File: src/rtl/ram_fifo_pkg.sv
// Shared constants and types for the RAM-backed FIFO controller.
//   DATA_W : data word width (matches the single_port_ram data ports)
//   ADDR_W : RAM address width
//   DEPTH  : RAM words, 2**ADDR_W
//   CNT_W  : width of the occupancy count, which spans 0..DEPTH+1
package ram_fifo_pkg;

  localparam int unsigned DATA_W = 8;
  localparam int unsigned ADDR_W = 6;
  localparam int unsigned DEPTH  = 64;
  localparam int unsigned CNT_W  = ADDR_W + 1;

  // ST_RD_WAIT is the cycle in which the RAM returns the word read in ST_IDLE.
  typedef enum logic {
    ST_IDLE    = 1'b0,
    ST_RD_WAIT = 1'b1
  } fifo_state_e;

endpackage

File: src/rtl/ram_fifo_ctrl.sv
// FIFO controller that sequences the single port of a sibling 64x8
// single_port_ram as a circular buffer, with a one-entry output register
// in front of the reader.
// Ports:
//   clk, rst_n                     clock, synchronous active-low reset
//   push_valid/push_ready/push_data writer handshake
//   pop_valid/pop_ready/pop_data    reader handshake (head of FIFO)
//   count, full, empty              occupancy status
//   ram_data_in, ram_address,
//   ram_write_enable, ram_data_out  connection to the RAM port
module ram_fifo_ctrl
  import ram_fifo_pkg::*;
(
  input  logic              clk,
  input  logic              rst_n,
  input  logic              push_valid,
  output logic              push_ready,
  input  logic [DATA_W-1:0] push_data,
  output logic              pop_valid,
  input  logic              pop_ready,
  output logic [DATA_W-1:0] pop_data,
  output logic [CNT_W-1:0]  count,
  output logic              full,
  output logic              empty,
  output logic [DATA_W-1:0] ram_data_in,
  output logic [ADDR_W-1:0] ram_address,
  output logic              ram_write_enable,
  input  logic [DATA_W-1:0] ram_data_out
);

  fifo_state_e       state_q;
  fifo_state_e       state_d;
  logic [ADDR_W-1:0] wr_ptr_q;
  logic [ADDR_W-1:0] rd_ptr_q;
  logic [CNT_W-1:0]  mem_count_q;
  logic              out_valid_q;
  logic [DATA_W-1:0] out_data_q;

  logic              rd_issue;
  logic              push_fire;
  logic              pop_fire;
  logic              mem_empty;
  logic              mem_full;

  assign mem_empty = (mem_count_q == '0);
  assign mem_full  = (mem_count_q == CNT_W'(DEPTH));

  // State register.
  always_ff @(posedge clk) begin
    if (!rst_n) begin
      state_q <= ST_IDLE;
    end else begin
      state_q <= state_d;
    end
  end

  // Next state and read issue: a read is launched only from registered
  // state, so pop_ready never reaches the RAM address path.
  always_comb begin
    state_d  = state_q;
    rd_issue = 1'b0;
    case (state_q)
      ST_IDLE: begin
        if (!out_valid_q && !mem_empty) begin
          rd_issue = 1'b1;
          state_d  = ST_RD_WAIT;
        end
      end
      ST_RD_WAIT: begin
        state_d = ST_IDLE;
      end
      default: begin
        state_d = ST_IDLE;
      end
    endcase
  end

  // Handshakes: a pending read owns the RAM port, so writers stall for it.
  assign push_ready = !rd_issue && !mem_full;
  assign push_fire  = push_valid && push_ready;
  assign pop_fire   = out_valid_q && pop_ready;

  // RAM port drive.
  assign ram_address      = rd_issue ? rd_ptr_q : wr_ptr_q;
  assign ram_write_enable = push_fire;
  assign ram_data_in      = push_data;

  // Pointers and RAM occupancy; a simultaneous read and write cancel.
  always_ff @(posedge clk) begin
    if (!rst_n) begin
      wr_ptr_q    <= '0;
      rd_ptr_q    <= '0;
      mem_count_q <= '0;
    end else begin
      if (rd_issue) begin
        rd_ptr_q <= rd_ptr_q + ADDR_W'(1);
      end
      if (push_fire) begin
        wr_ptr_q <= wr_ptr_q + ADDR_W'(1);
      end
      case ({push_fire, rd_issue})
        2'b10:   mem_count_q <= mem_count_q + CNT_W'(1);
        2'b01:   mem_count_q <= mem_count_q - CNT_W'(1);
        default: mem_count_q <= mem_count_q;
      endcase
    end
  end

  // Output register. A read is only issued while it is empty, so capture
  // and pop can never coincide.
  always_ff @(posedge clk) begin
    if (!rst_n) begin
      out_valid_q <= 1'b0;
      out_data_q  <= '0;
    end else if (state_q == ST_RD_WAIT) begin
      out_valid_q <= 1'b1;
      out_data_q  <= ram_data_out;
    end else if (pop_fire) begin
      out_valid_q <= 1'b0;
    end
  end

  assign pop_valid = out_valid_q;
  assign pop_data  = out_data_q;

  // Words held: RAM region + word in flight from RAM + output register.
  assign count = mem_count_q
               + CNT_W'(state_q == ST_RD_WAIT)
               + CNT_W'(out_valid_q);
  assign full  = mem_full;
  assign empty = (count == '0);

  // Occupancy of the RAM region never exceeds its depth.
  a_mem_count_bound : assert property (
    @(posedge clk) disable iff (!rst_n) mem_count_q <= CNT_W'(DEPTH)
  );

  // The output register is never occupied while a read is in flight.
  a_no_capture_over_valid : assert property (
    @(posedge clk) disable iff (!rst_n) (state_q == ST_RD_WAIT) |-> !out_valid_q
  );

endmodule

File: config.mk
export PLATFORM = sky130hd
export DESIGN_NAME = ram_fifo_ctrl
export DESIGN_NICKNAME = d
export VERILOG_FILES = /design/src/rtl/ram_fifo_pkg.sv /design/src/rtl/ram_fifo_ctrl.sv
export SDC_FILE = /design/constraint.sdc
export NUM_CORES = 1
export LEC_CHECK = 0
export BUFFER_PORTS_ARGS = -buffer_cell sky130_fd_sc_hd__buf_2
export CORE_ASPECT_RATIO = 1.2
export CORE_MARGIN = 2
export CORE_UTILIZATION = 30
export CTS_CLUSTER_DIAMETER = 100
export DETAILED_ROUTE_END_ITERATION = 8
export SLEW_MARGIN = 20
export SYNTH_ARGS = -nofsm -noshare
export SYNTH_HDL_FRONTEND = slang
export SYNTH_SLANG_ARGS = --single-unit
export TNS_END_PERCENT = 20
File: constraint.sdc
create_clock -name clk -period 3.6 [get_ports clk]
set_input_delay 0.18 -clock clk [delete_from_list [all_inputs] [get_ports clk]]
set_output_delay 0.18 -clock clk [all_outputs]
set_load 0.01 [all_outputs]
Word-level counts from Yosys, hierarchy flattened
Index checks and enable logic that the tools add are counted.
{"block": "totals", "word_cells": 35, "register_bits": 29}
{"block": "op_classes", "bitwise": 1, "n_eq_ne": 3, "n_reduce_logical": 12, "addsub": 6, "muxes": 7}
{"cell": "adder 7 x 1 -> 7 bit", "count": 2}
{"cell": "logical NOT 7 bit", "count": 2}
{"cell": "case mux 7 bit (2 select lines)", "count": 1}
{"cell": "adder 6 x 1 -> 6 bit (second input constant)", "count": 2}
{"cell": "adder 7 x 1 -> 7 bit (second input constant)", "count": 1}
{"cell": "== test 7 bit (second input constant)", "count": 1}
{"cell": "subtractor 7 x 1 -> 7 bit (second input constant)", "count": 1}
{"cell": "2-to-1 mux 6 bit", "count": 1}
{"cell": "logical AND 1 bit", "count": 4}
{"cell": "logical NOT 1 bit", "count": 4}
{"cell": "2-to-1 mux 1 bit", "count": 4}
{"cell": "nonzero test 2 bit", "count": 2}
{"cell": "== test 2 x 1 -> 1 bit (second input constant)", "count": 1}
{"cell": "== test 2 bit (second input constant)", "count": 1}
{"cell": "case mux 1 bit (2 select lines)", "count": 1}
{"cell": "NOT 1 bit", "count": 1}

Longest topological paths before layout
Gate-level depths: netlist of the first run.
{"block": "logic_depth", "depth_word": 10, "mapped_depth": 11, "mapped_depth_nobuf": 10}

Worst setup path after synthesis of the first run
Ideal clock, no wire load.
{"block": "synth_path", "kind": "register to register", "startpoint": "register mem_count_q[0]", "endpoint": "register mem_count_q[6]", "required_time_ns": 3.522, "setup_time_ns": 0.078, "arrival_ns": 2.838, "period_less_slack_ns": 2.916, "path_stages_with_launch": 10, "setup_slack_ns": 0.684, "path_cell_list": "dfxtp_1 or4_4 o41ai_4 inv_2 ha_1 ha_1 a21o_1 a2111oi_0 a21oi_1 nor3_1"}
{"block": "synth_between", "elab_chain_cells": 10}
{"item": "start: declaration", "line": "ram_fifo_ctrl.sv:35", "rtl": "logic [CNT_W-1:0] mem_count_q;"}
{"item": "start signal: assignment", "line": "ram_fifo_ctrl.sv:102", "rtl": "2'b10: mem_count_q <= mem_count_q + CNT_W'(1);"}
{"item": "start signal: assignment", "line": "ram_fifo_ctrl.sv:103", "rtl": "2'b01: mem_count_q <= mem_count_q - CNT_W'(1);"}
{"item": "start signal: assignment", "line": "ram_fifo_ctrl.sv:104", "rtl": "default: mem_count_q <= mem_count_q;"}
{"item": "logical NOT 7 bit (*)", "line": "ram_fifo_ctrl.sv:45", "rtl": "assign mem_empty = (mem_count_q == '0);"}
{"item": "logical NOT 1 bit (*)", "line": "ram_fifo_ctrl.sv:64", "rtl": "if (!out_valid_q && !mem_empty) begin"}
{"item": "logical AND 1 bit (*)", "line": "ram_fifo_ctrl.sv:64"}
{"item": "2-to-1 mux 1 bit (*)", "line": "ram_fifo_ctrl.sv:64"}
{"item": "2-to-1 mux 1 bit (*)", "line": "ram_fifo_ctrl.sv:62", "rtl": "case (state_q)"}
{"item": "named net rd_issue", "line": "ram_fifo_ctrl.sv:39", "rtl": "logic rd_issue;"}
{"item": "logical NOT 1 bit", "line": "ram_fifo_ctrl.sv:79", "rtl": "assign push_ready = !rd_issue && !mem_full;"}
{"item": "logical AND 1 bit", "line": "ram_fifo_ctrl.sv:79"}
{"item": "logical AND 1 bit", "line": "ram_fifo_ctrl.sv:80", "rtl": "assign push_fire = push_valid && push_ready;"}
{"item": "== test 2 x 1 -> 1 bit / == test 2 bit (equally long branches)", "line": "ram_fifo_ctrl.sv:101", "rtl": "case ({push_fire, rd_issue})"}
{"item": "case mux 7 bit (2 select lines) / nonzero test 2 bit (equally long branches)"}
The timed path passes the listed nets; every way through them passes the cells marked *.
A chain may end at the register's enable or synchronous reset.

Worst setup path in the final report of the first run
{"block": "layout_path", "startpoint": "register mem_count_q[0]", "endpoint": "register mem_count_q[6]"}
{"block": "layout_between", "elab_chain_cells": 10}
{"item": "logical NOT 7 bit", "line": "ram_fifo_ctrl.sv:45"}
{"item": "logical NOT 1 bit", "line": "ram_fifo_ctrl.sv:64"}
{"item": "logical AND 1 bit", "line": "ram_fifo_ctrl.sv:64"}
{"item": "2-to-1 mux 1 bit", "line": "ram_fifo_ctrl.sv:64"}
{"item": "2-to-1 mux 1 bit", "line": "ram_fifo_ctrl.sv:62"}
{"item": "logical NOT 1 bit", "line": "ram_fifo_ctrl.sv:79"}
{"item": "logical AND 1 bit", "line": "ram_fifo_ctrl.sv:79"}
{"item": "logical AND 1 bit", "line": "ram_fifo_ctrl.sv:80"}
{"item": "== test 2 x 1 -> 1 bit / == test 2 bit (equally long branches)", "line": "ram_fifo_ctrl.sv:101"}
{"item": "case mux 7 bit (2 select lines) / nonzero test 2 bit (equally long branches)"}
Several ways; a longest one is shown, not always the timed one.

==> flow_results.org, run 1 <==
** Outcome
- Outcome :: finished, final reports clean

** Timing
- The final count of pins violating max slew came to 0.
- Highest Clock Rate :: 0.3165 GHz
- Final critical path time including I/O delays and setup :: approximately 3200 ps
- Setup repair after global routing missed its margin :: false
- In the post-route analysis, the smallest setup slack over all paths is 440.3 ps.
- The clock arrives with 8.848 ps of skew.
- Measured slew at the worst slew-check pin :: just under 800 ps
- Setup violations remaining at the end of the flow were counted as 0.
- The final number of hold-violating endpoints was 0.
- In the finished design, the share of the clock period the worst path needs comes to 87.77%.
- Summed over all failing endpoints, the final setup total negative slack is 0 ps.
- Measured against its own limit, the worst slew margin works out to 48.00%.
- Hold is met by ~130 ps.

** Final layout
- Ratio of cells with drive above 1 in the final layout :: 22.54%
- Synth-to-layout area growth :: 16.76%
- The final layout contains approximately 270 nets.
- 0 antenna diodes ended up in the layout.

** Synthesis
- Post-synth top flop :: sky130_fd_sc_hd__dfxtp_1
- Mapped Cells :: between 200 and 250
- Post-synthesis instance area :: 0.001762 mm2
- Of all flip-flops after synthesis, the portion carrying an async set or reset was 0%.
- Number of synthesized flops with an enable pin :: 0
- Yosys printed 0 warnings.
- After synthesis, the netlist uses 39 different library cells.
- Flip-flop and latch count after synthesis :: 29
- Sequential fraction of the synthesis area :: 32.95%
- In this run the mean area of a mapped cell was 8.389 um2.
- Number of nets produced by synthesis :: 241

** Min path
- Hold Path Class :: primary input to flop

** Detailed routing
- Number of vias in the routed layout :: 1,559
- Final antenna-violating net count :: 0
- Avg Vias per Cell :: 4.812
- In the routed design, unresolved DRC markers number 0.
- For this block, the routed nets add up to between 3000 and 4000 um of wire.
- Routed length per instance :: 11.77 um
- The first detailed-routing pass took 4 iterations.
- Starting DRT DRC Count :: 52

** CTS
- Sinks on the clock net :: 29
- The tree is rooted in a sky130_fd_sc_hd__clkbuf_8.
- No sink is reached through more buffers than the 2 on the longest clock path.
- TritonCTS built the clock tree.
- Clock insertion delay at the later pin of the skew report :: about 280 ps
- Clock-pin transition on the worst setup and hold timing paths :: around 70 ps
- In this run, CTS created clock tree buffers numbering 5.
- The H-tree was split into 2 levels.

** Placement
- Final weighted congestion in routability-driven placement :: 0.8257
- Detailed placement ended at an HPWL of 2792 um.
- Number of input and output port buffers inserted :: 37
- Timing analysis after detailed placement gives a worst setup slack of 392.0 ps.

** Critical path
- Arrival time reported for the critical path endpoint :: about 3400 ps
- STA classifies the critical path startpoint as a flop.
- The setup path with the least slack is of type flop to flop.
- Worst Path Max Fanout :: 11
- Critical path capture point type :: flop
- STA puts the critical path data required time at 3790 ps.

** Global routing
- The number of antenna violations at the first check in global routing was 0.
- Total GRT Usage :: 13.00%
- The via count of the first global-routing pass was 1,450.
- Gr ovfl total :: 0
- Global-route wire length before repair :: ~6600 um
- Largest net degree at the start of global routing :: 24

** Floorplanning
- Floorplan die width :: 73.96 um
- From bottom edge to top edge, the die measures 87.95 um.
- Floorplan Core Area :: 0.005668 mm2
- Area of the die :: ~0.0065 mm2
- Top Ports :: 54
- FP Rows :: 30
- Effective utilization at floorplan :: 31.08%

** Flow run
- Max cap viols :: 0

** Power and ir drop
- Lkg Pwr :: 0.9285 nW
- Power density cells :: 858.9 mW/mm2
- The design draws ~0.0018 W.
- IR analysis of the VDD net gives a maximum drop of 0.3956 mV.
sequential cells by signal, indices dropped and copies added (netlist names):
signal       flops
wr_ptr_q         6
state_q          1
pop_valid        1
pop_data         8
rd_ptr_q         6
mem_count_q      7
cell usage in the layout, fill, tap and decap left out, types with 2 or more instances in the layout:
master                     instances
sky130_fd_sc_hd__ha_1              9
sky130_fd_sc_hd__nor3_1            3
sky130_fd_sc_hd__nor2_1           20
sky130_fd_sc_hd__nand3_1          11
sky130_fd_sc_hd__buf_4             5
sky130_fd_sc_hd__a21oi_1          10
sky130_fd_sc_hd__nand2_1          30
sky130_fd_sc_hd__fa_1              2
sky130_fd_sc_hd__or3_2             2
sky130_fd_sc_hd__or4_1             5
sky130_fd_sc_hd__o21ai_0           7
sky130_fd_sc_hd__buf_2            37
sky130_fd_sc_hd__mux2i_1          15
sky130_fd_sc_hd__inv_1             9
sky130_fd_sc_hd__and3_1            3
sky130_fd_sc_hd__o31ai_1           2
sky130_fd_sc_hd__nor4_1            4
sky130_fd_sc_hd__o41ai_1           2
sky130_fd_sc_hd__clkbuf_8          5
sky130_fd_sc_hd__nand4_1           3
sky130_fd_sc_hd__dfxtp_1          29
sky130_fd_sc_hd__clkinv_2          2
sky130_fd_sc_hd__xnor2_1           5
sky130_fd_sc_hd__o211ai_1          3
sky130_fd_sc_hd__xor2_1            4
sky130_fd_sc_hd__nand2b_1          4
worst paths after layout:
path                                 startpoint  slack [ps]  depth (start not counted)        endpoint
worst min register to register      rd_ptr_q[4]         460                          2     rd_ptr_q[4]
worst max-delay path             mem_count_q[0]         440                         10  mem_count_q[6]
worst max register to register   mem_count_q[0]         440                         10  mem_count_q[6]
worst min-delay path            ram_data_out[6]         130                          3     pop_data[6]
through the flow:
| stage | cells | util [%] | instance area, um2 |
|---|---|---|---|
| finish | 324 | 36.29 | 2057 |
| global route | 324 | 36.29 | 2057 |
| CTS | 321 | 35.89 | 2034 |
| detailed placement | 313 | 34.44 | 1952 |
| global placement | 313 | 34.44 | 1952 |
| floorplan | 210 | - | 1762 |
cells by family after synthesis:
kind of cell    share of synthesized area (%)
compound gates                          12.15
xor+xnor                                4.474
fa+ha+maj                               8.665
buf+inv                                 8.380
flops                                   32.95
mux                                     8.523
simple gates                            24.86
power by group:
| part | internal (W) | switching (W) | leakage, nW |
|---|---|---|---|
| Clock | 0.000134 | 0.000126 | 0.0450 |
| Sequential | 0.000392 | 0.0000792 | 0.237 |
| Combinational | 0.000438 | 0.000598 | 0.647 |
Yosys cell counts (2+ instances only):
cell,instances,area [um2]
sky130_fd_sc_hd__dfxtp_1,29,580.6
sky130_fd_sc_hd__nand3_1,11,55.05
sky130_fd_sc_hd__nand2b_1,4,25.02
sky130_fd_sc_hd__o21ai_0,7,35.03
sky130_fd_sc_hd__nor3_1,3,15.01
sky130_fd_sc_hd__or3_2,2,15.01
sky130_fd_sc_hd__nand2_1,30,112.6
sky130_fd_sc_hd__xor2_1,4,35.03
sky130_fd_sc_hd__mux2i_1,15,150.1
sky130_fd_sc_hd__or4_1,5,37.54
sky130_fd_sc_hd__clkbuf_1,5,18.77
sky130_fd_sc_hd__ha_1,9,112.6
sky130_fd_sc_hd__o211ai_1,3,22.52
sky130_fd_sc_hd__nor2_1,20,75.07
sky130_fd_sc_hd__inv_1,9,33.78
sky130_fd_sc_hd__nand4_1,3,18.77
sky130_fd_sc_hd__and3_1,3,18.77
sky130_fd_sc_hd__a21oi_1,10,50.05
sky130_fd_sc_hd__o31ai_1,2,15.01
sky130_fd_sc_hd__xnor2_1,5,43.79
sky130_fd_sc_hd__fa_1,2,40.04
sky130_fd_sc_hd__nor4_1,4,25.02
sky130_fd_sc_hd__buf_4,8,60.06
sky130_fd_sc_hd__o41ai_1,2,17.52
layer usage:
layer	vias to the layer above	GRT usage [%]	part of all wire, %
li1	801	-	-
met1	718	16.42	45
met2	34	20.94	48
met3	6	3.337	5.7
met4	0	5.289	1.8
met5	-	0	0
worst max-delay path: stages, from the launching register on:
cell and delay (ps):
sky130_fd_sc_hd__dfxtp_1 390, sky130_fd_sc_hd__nor4_1 400, sky130_fd_sc_hd__a21boi_1 270, sky130_fd_sc_hd__nor3b_2 310
sky130_fd_sc_hd__inv_1 80, sky130_fd_sc_hd__ha_1 350, sky130_fd_sc_hd__ha_1 420, sky130_fd_sc_hd__a21o_1 220
sky130_fd_sc_hd__a2111oi_0 390, sky130_fd_sc_hd__a21oi_1 70, sky130_fd_sc_hd__nor3_1 170
layout make-up:
cell class	count	area [um2]
Tap cell	80	100.1
Timing Repair Buffer	42	222.7
Multi-Input combinational cell	155	1033
Clock buffer	6	72.57
Clock inverter	2	10.01
Inverter	10	37.54
Sequential cell	29	580.6
Fill cell	602	3611
what timing repair did:
item                       in CTS  in global routing
gates resized for setup         0                  0
setup endpoints to repair       0                  1
setup buffers                   0                  3
hold buffers                    0                  0
Power figures use the tool's default switching activity.
==> run 2, diff against run 1 <==
--- a/config.mk
+++ b/config.mk
@@ -11,6 +11,7 @@
 export CORE_UTILIZATION = 30
 export CTS_CLUSTER_DIAMETER = 100
 export DETAILED_ROUTE_END_ITERATION = 8
+export RECOVER_POWER = 25
 export SLEW_MARGIN = 20
 export SYNTH_ARGS = -nofsm -noshare
 export SYNTH_HDL_FRONTEND = slang
==> run 2 against run 1 <==
  * Die area unchanged
  * Via count unchanged
  * Non-clock buffer count unchanged
  * Combinational power about the same
  * Critical path depth unchanged
  * Sequential power about the same
  * Final cell count unchanged
  * Sequential share of layout area rose by 0.12 points
  * Highest routed layer unchanged
==> flow_results.org, run 2 (same netlist as run 1, synthesis figures left out) <==
** Timing
- Final-report setup violation count :: 0 (unchanged)
- The final total negative setup slack is 0 ps (unchanged).
- Final critical path time including I/O delays and setup :: 3160 ps (about the same)
- The worst-margin pin slew came to 780.0 ps (was 779.1 ps).
- Max-slew violation count :: 0 (unchanged)
- Highest Clock Rate :: 0.3165 GHz (about the same)
- Number of hold violations in the final report :: 0 (unchanged)
- Final worst-path cycle share :: 87.77% (about the same)
- Setup repair after global routing missed its margin :: false (unchanged)
- The maximum clock skew at final layout came to 8.839 ps (was 8.848 ps).
- Headroom to the max-slew limit :: 47.95% (was 48.00%)

** Detailed routing
- The count of vias placed by the detailed router is 1,559 (unchanged).
- Starting DRT DRC Count :: 60 (was 52)
- The number of optimization iterations in the first detailed-route pass is 4 (unchanged).
- The wire length per cell is 11.80 um (was 11.77 um).
- The average vias per placed instance came to 4.812 (unchanged).
- The remaining number of nets flagged by the antenna check after routing is 0 (unchanged).
- DRC Markers :: 0 (unchanged)
- The final wirelength was 3822 um (was 3815 um).

** Critical path
- Required time of the critical path :: 3790 ps (about the same)
- The signal arrival time at the worst endpoint came to 3350 ps (about the same).
- Launch instance of the worst register-to-register path :: mem_count_q[0] (unchanged)
- Type of the worst setup path :: flop to flop (unchanged)
- The maximum fanout along the worst path came to 11 (unchanged).
- The reg2reg setup slack is 440 ps (about the same).
- The reg-to-reg endpoint was mem_count_q[6] (unchanged).
- Nature of the critical path startpoint :: flop (unchanged)
- The endpoint type of the worst setup path is a flop (unchanged).
- The cell count of the worst reg-to-reg path came to 10 (unchanged).

** Global routing
- The via count of the first global-routing pass was 1,450 (unchanged).
- Initial antenna violation count :: 0 (unchanged)
- The maximum number of pins on one net before global-route repair is 24 (unchanged).
- Total GRT Usage :: 13.00% (unchanged)
- The total congestion overflow came to 0 (unchanged).
- The wire length of the first global-routing pass was 6630 um (unchanged).

** Power and ir drop
- Overall power of the completed layout :: 0.001763 W (was 0.001767 W)
- Clock power frac :: 14.7% (about the same)
- Cell-internal power :: 0.0009590 W (was 0.0009634 W)
- The power density normalized to cell area was 860.8 mW/mm2 (was 858.9 mW/mm2).
- The part of the total power dissipated in combinational logic was 58.5% (was 58.6%).
- Sw Pwr :: 0.0008041 W (was 0.0008034 W)
- The sequential fraction of design power is 26.8% (was 26.7%).
- Switching part of the total power :: 45.61% (was 45.47%)
- The worst voltage drop across the vdd grid is 0.3956 mV (about the same).
- Lkg Pwr :: 0.8996 nW (was 0.9285 nW)

** CTS
- CTS tree :: done (unchanged)
- Number of buffers added to fix hold violations after cts :: 0 (unchanged)
- The clock net sink count came to 29 (unchanged).
- Number of cells upsized or downsized after cts :: 0 (unchanged)
- The largest buffer count on any clock path came to 2 (unchanged).
- TritonCTS Buffers :: 5 (unchanged)
- The H-tree depth was 2 (unchanged).
- The clock insertion delay at the later pin of the skew report came to 280 ps (about the same).
- Setup bufs post-CTS :: 0 (unchanged)
- The root buffer cell is sky130_fd_sc_hd__clkbuf_8 (unchanged).
- Clock-pin transition on the worst setup and hold timing paths :: 70 ps (about the same)

** Placement
- The HPWL reported at the end of detailed placement came to 2792 um (unchanged).
- The weighted congestion reported at the end of routability-driven placement came to 0.8257 (unchanged).
- Number of input and output port buffers inserted :: 37 (unchanged)
- Inst Count DP :: 313 (unchanged)

** Floorplanning
- FP Rows :: 30 (unchanged)
- The width of the die came to 73.96 um (unchanged).
- The total core area came to 0.005668 mm2 (unchanged).
- Top Ports :: 54 (unchanged)
- Area of the die :: 0.006504 mm2 (unchanged)
- The starting density of the core was 31.08% (unchanged).
- Die height :: 87.95 um (unchanged)

** Min path
- The class of the tightest hold or removal check was primary input to flop (unchanged).
- Worst Min Path Start :: ram_data_out[6] (unchanged)
- The destination of the worst hold path was pop_data[6] (unchanged).
- The hold-critical path depth was 3 (unchanged).

** Outcome
- Outcome :: finished, final reports clean (unchanged)

** Final layout
- Synth-to-layout area growth :: 16.26% (was 16.76%)
- Number of antenna diodes :: 0 (unchanged)
- Most frequent cells in the layout :: 30 x sky130_fd_sc_hd__nand2_1, 30 x sky130_fd_sc_hd__buf_2, 29 x sky130_fd_sc_hd__dfxtp_1 (was 37 x sky130_fd_sc_hd__buf_2, 30 x sky130_fd_sc_hd__nand2_1, 29 x sky130_fd_sc_hd__dfxtp_1)
- The flip-flop count of the largest register after layout is 8 (unchanged).
- The final-layout fill cell count was 602 (unchanged).
- The final instance count without filler cells is 324 (unchanged).
- The total number of nets in the final design is 274 (unchanged).
- The share of layout cells above drive strength 1 is 19.67% (was 22.54%).

** Flow run
- Max cap viols :: 0 (unchanged)
==> run 2: cell count changes in the layout (fill, tap and decap cells not counted) <==
| cell | previous run | this run |
|---|---|---|
| sky130_fd_sc_hd__buf_2 | 37 | 30 |
| sky130_fd_sc_hd__clkbuf_1 | 1 | 8 |
==> run 2: area by class of cell <==
class	instances	area (um2)	share of cell area (%)
clock buffers	6	72.57	3.543
flip-flops and latches	29	580.6	28.34
clock inverters	2	10.01	0.4887
inverters	10	37.54	1.833
well taps	80	100.1	4.887
repair buffers	42	214.0	10.45
multi-input cells	155	1033	50.46
==> run 2: worst max path at each step <==
stage	from	endpoint	slack, ps
CTS	mem_count_q[0]	mem_count_q[6]	350
finish	mem_count_q[0]	mem_count_q[6]	440
detailed placement	mem_count_q[0]	mem_count_q[6]	390
floorplan	mem_count_q[0]	mem_count_q[6]	680
global placement	mem_count_q[0]	mem_count_q[6]	490
global route	mem_count_q[0]	mem_count_q[6]	110
==> run 2: per-layer routing <==
layer	wire [um]	global-route usage, %	vias to the layer above
met5	0	0	-
met4	70	5.289	0
met3	217	3.337	6
met2	1814	20.94	34
met1	1720	16.42	718
li1	-	-	801
==> run 2: through the flow <==
| step | hold slack (ps) | util, % | setup WS (ps) | area, um2 |
|---|---|---|---|---|
| 2_1_floorplan | 327.2 | - | 684.4 | 1762 |
| 3_3_place_gp | 360.1 | 34.44 | 490.2 | 1952 |
| 3_5_place_dp | 360.1 | 34.44 | 392.0 | 1952 |
| 4_1_cts | 128.7 | 35.89 | 348.5 | 2034 |
| 5_1_grt | 144.3 | 36.14 | 106.0 | 2048 |
| 6_report | 127.3 | 36.14 | 440.4 | 2048 |
==> run 2: power groups by stage <==
stage	clock network (W)	registers [W]	logic (W)
2_1_floorplan	0	0.000477	0.000791
3_3_place_gp	0	0.000478	0.00101
3_5_place_dp	0	0.000479	0.00101
4_1_cts	0.000269	0.000472	0.00102
5_1_grt	0.000283	0.000485	0.00117
6_report	0.000260	0.000472	0.00103
==> run 2: worst max-delay path, stage by stage (launching register included) <==
cell and delay, ps:
sky130_fd_sc_hd__dfxtp_1 390, sky130_fd_sc_hd__nor4_1 400, sky130_fd_sc_hd__a21boi_1 270, sky130_fd_sc_hd__nor3b_2 310
sky130_fd_sc_hd__inv_1 80, sky130_fd_sc_hd__ha_1 350, sky130_fd_sc_hd__ha_1 420, sky130_fd_sc_hd__a21o_1 220
sky130_fd_sc_hd__a2111oi_0 390, sky130_fd_sc_hd__a21oi_1 70, sky130_fd_sc_hd__nor3_1 170
==> run 3, diff against run 2 <==
--- a/config.mk
+++ b/config.mk
@@ -9,8 +9,10 @@
 export CORE_ASPECT_RATIO = 1.2
 export CORE_MARGIN = 2
 export CORE_UTILIZATION = 30
+export CTS_BUF_LIST = sky130_fd_sc_hd__clkbuf_16
 export CTS_CLUSTER_DIAMETER = 100
 export DETAILED_ROUTE_END_ITERATION = 8
+export HOLD_SLACK_MARGIN = 0.02
 export RECOVER_POWER = 25
 export SLEW_MARGIN = 20
 export SYNTH_ARGS = -nofsm -noshare
==> run 3 against run 2 <==
  * First-iteration DRC count is 15% higher
  * Maximum frequency is 1.7% lower
  * Non-clock buffer count is 3 lower
  * Combinational power hardly changed
  * Global-route usage is 0.11 points higher
  * Core utilization is 0.60 points higher
  * Critical endpoint unchanged
  * Highest routed layer unchanged
==> flow_results.org, run 3 (same netlist as run 1, synthesis figures left out) <==
** Min path
- Worst Min Path Start :: ram_data_out[6] (unchanged)
- The destination of the worst hold path was pop_data[6] (unchanged).
- Hold Path Class :: primary input to flop (unchanged)
- Hold path cells :: 3 (unchanged)

** Final layout
- The total number of nets in the final design was 271 (was 274).
- The final-layout fill cell count is 594 (was 602).
- The diode insertion count for antenna repair came to 0 (unchanged).
- The area taken by flip-flops and latches is 580.6 um2 (unchanged).
- Most frequent cells in the layout :: 30 x sky130_fd_sc_hd__nand2_1, 30 x sky130_fd_sc_hd__buf_2, 29 x sky130_fd_sc_hd__dfxtp_1 (unchanged)
- Number of flip-flops in the largest register :: 8 (unchanged)
- Synth-to-layout area growth :: 18.18% (was 16.26%)
- Ratio of cells with drive above 1 in the final layout :: 18.67% (was 19.67%)
- Area taken by multi-input logic gates :: 0.001033 mm2 (unchanged)
- Final std cells w/o fill :: 321 (was 324)

** Timing
- Setup TNS :: 0 ps (unchanged)
- Measured slew at the worst slew-check pin :: 739.8 ps (was 780.0 ps)
- The final count of pins violating max slew came to 0 (unchanged).
- The final critical delay including setup and external delays is 3214 ps (was 3160 ps).
- The achievable frequency was 0.3112 GHz (was 0.3165 GHz).
- The post-route clock period utilization was 89.27% (was 87.77%).
- Setup repair after global routing missed its margin :: false (unchanged)
- The number of failing setup endpoints in the final timing report was 0 (unchanged).
- Headroom to the max-slew limit :: 50.62% (was 47.95%)
- Number of hold violations in the final report :: 0 (unchanged)
- The maximum clock skew at final layout was 4.932 ps (was 8.839 ps).

** CTS
- The clock net sink count is 29 (unchanged).
- The root buffer cell is sky130_fd_sc_hd__clkbuf_16 (was sky130_fd_sc_hd__clkbuf_8).
- The TritonCTS clock tree was done (unchanged).
- The largest buffer count on any clock path came to 2 (unchanged).
- The clock input transition at the sequential cells of the worst setup and hold paths came to 50 ps (was 70 ps).
- The post-cts gate resize count is 0 (unchanged).
- Clock insertion delay at the later pin of the skew report :: 280 ps (about the same)
- The H-tree depth is 2 (unchanged).
- The number of post-CTS setup repair buffers came to 0 (unchanged).
- The TritonCTS buffer count came to 5 (unchanged).
- Number of buffers added to fix hold violations after cts :: 0 (unchanged)

** Power and ir drop
- The total internal power is 0.001059 W (was 0.0009590 W).
- The net load switching power came to 0.0008202 W (was 0.0008041 W).
- Clock power frac :: 21.1% (was 14.7%)
- The power density normalized to cell area was 902.5 mW/mm2 (was 860.8 mW/mm2).
- Reg power frac :: 25.2% (was 26.8%)
- Share of power burned in combinational logic :: 53.8% (was 58.5%)
- Lkg Pwr :: 0.9141 nW (was 0.8996 nW)
- The worst voltage drop across the vdd grid was 0.2888 mV (was 0.3956 mV).
- The switching part of the total power was 43.65% (was 45.61%).

** Floorplanning
- Die height :: 87.95 um (unchanged)
- The floorplan die area was 0.006504 mm2 (unchanged).
- FP Rows :: 30 (unchanged)
- The width of the die is 73.96 um (unchanged).
- Effective utilization at floorplan :: 31.08% (unchanged)
- The I/O pin count was 54 (unchanged).
- Floorplan Core Area :: 0.005668 mm2 (unchanged)

** Critical path
- The signal arrival time at the worst endpoint is 3400 ps (was 3350 ps).
- The required arrival time at the worst endpoint came to 3780 ps (was 3790 ps).
- CP cell instances: nor4_1 -> a21boi_1 -> nor3b_2 -> inv_1 -> ha_1 -> ha_1 -> a21o_1 -> a2111oi_0 -> a21oi_1 -> nor3_1 (unchanged).
- Kind of cell adding the most delay to the critical path :: simple AND/OR/NAND/NOR gates (was compound AO/OA/AOI/OAI gates)
- The reg-to-reg endpoint is mem_count_q[6] (unchanged).
- Critical path buffer and inverter count :: 1 (unchanged)
- Slowest CP cell :: sky130_fd_sc_hd__ha_1 (unchanged)
- The beginning of the worst register-to-register path was mem_count_q[1] (was mem_count_q[0]).
- The cell count of the worst reg-to-reg path was 10 (unchanged).
- Reg2reg setup slack :: 390 ps (was 440 ps)
- The nature of the critical path startpoint is a flop (unchanged).
- Crit path top cell by count :: sky130_fd_sc_hd__ha_1 (unchanged)
- Type of the worst setup path :: flop to flop (unchanged)
- The endpoint type of the worst setup path was a flop (unchanged).
- Worst Path Max Fanout :: 11 (unchanged)
- Largest stage delay on the critical path :: 420 ps (about the same)

** Outcome
- Outcome: finished, final reports clean (unchanged).

** Detailed routing
- Routed length per instance :: 11.97 um (was 11.80 um)
- The final wirelength came to 3843 um (was 3822 um).
- Starting DRT DRC Count :: 69 (was 60)
- The average vias per placed instance came to 4.822 (was 4.812).
- First-pass detailed-route iteration total :: 4 (unchanged)
- The count of unresolved DRC violations after routing was 0 (unchanged).
- The count of vias placed by the detailed router was 1,548 (was 1,559).
- The remaining number of nets flagged by the antenna check after routing came to 0 (unchanged).

** Placement
- Number of input and output port buffers inserted :: 37 (unchanged)
- Final weighted congestion in routability-driven placement :: 0.8257 (unchanged)
- Inst Count DP :: 313 (unchanged)
- The HPWL reported at the end of detailed placement is 2792 um (unchanged).

** Global routing
- The overall global routing resource usage was 13.11% (was 13.00%).
- Global-route wire length before repair :: 6679 um (was 6630 um)
- The number of antenna violations at the first check in global routing is 0 (unchanged).
- Largest net degree at the start of global routing :: 24 (unchanged)
- Number of global-route vias before repair :: 1,446 (was 1,450)
- Gr ovfl total :: 0 (unchanged)

** Flow run
- The number of max-capacitance violations reported came to 0 (unchanged).
## run 3: cell types whose count changed in the layout (fill, tap and decap cells not counted)
cell                        previous run  this run
sky130_fd_sc_hd__buf_4                 5         2
sky130_fd_sc_hd__clkbuf_1              8         7
sky130_fd_sc_hd__clkbuf_16             0         5
sky130_fd_sc_hd__clkbuf_8              5         0
sky130_fd_sc_hd__inv_1                 9        10
## run 3: worst max-delay path by stage
stage / startpoint / to / slack, ps / cells after the start
final: mem_count_q[1] / mem_count_q[6] / 390 / 10
after global routing: mem_count_q[0] / mem_count_q[6] / 10 / 10
after CTS: mem_count_q[0] / mem_count_q[6] / 380 / 10
after detailed placement: mem_count_q[0] / mem_count_q[6] / 390 / 10
after global placement: mem_count_q[0] / mem_count_q[6] / 490 / 10
after floorplan: mem_count_q[0] / mem_count_q[6] / 680 / 9
## run 3: cell type report
class	count	share of cell area, %
clock buffer	5	6.010
clock inverter	3	0.6611
inverter	10	1.803
multi-input combinational	155	49.64
sequential	29	27.88
tap	80	4.808
timing repair buffer	39	9.195
## run 3: worst register-to-register path, stage by stage (launching register included)
cell,delay [ps]
sky130_fd_sc_hd__dfxtp_1,390
sky130_fd_sc_hd__nor4_1,390
sky130_fd_sc_hd__a21boi_1,270
sky130_fd_sc_hd__nor3b_2,380
sky130_fd_sc_hd__inv_1,80
sky130_fd_sc_hd__ha_1,350
sky130_fd_sc_hd__ha_1,420
sky130_fd_sc_hd__a21o_1,220
sky130_fd_sc_hd__a2111oi_0,380
sky130_fd_sc_hd__a21oi_1,70
sky130_fd_sc_hd__nor3_1,180
## run 3: power by group through the flow
stage          clock (W)  combinational (W)  sequential [W]
2_1_floorplan          0           0.000791        0.000477
3_3_place_gp           0            0.00101        0.000478
3_5_place_dp           0            0.00101        0.000479
4_1_cts         0.000407            0.00102        0.000473
5_1_grt         0.000419            0.00114        0.000486
6_report        0.000396            0.00101        0.000473
## run 3: per-stage QoR
stage          area [um2]  utilization (%)  setup slack, ps  total power (W)  hold slack, ps
2_1_floorplan        1762                -            684.4         0.001267           327.2
6_report             2082            36.73            386.1         0.001879           137.1
3_3_place_gp         1952            34.44            490.2         0.001486           360.1
3_5_place_dp         1952            34.44            392.0         0.001493           360.1
5_1_grt              2082            36.73            9.843         0.002049           157.8
4_1_cts              2091            36.89            377.5         0.001902           140.2
## run 3: per-layer routing
| layer | wire length, um | track usage [%] |
|---|---|---|
| met1 | 1747 | 16.48 |
| met2 | 1873 | 21.59 |
| met3 | 146 | 2.992 |
| met4 | 76 | 5.124 |
| met5 | 0 | 0 |
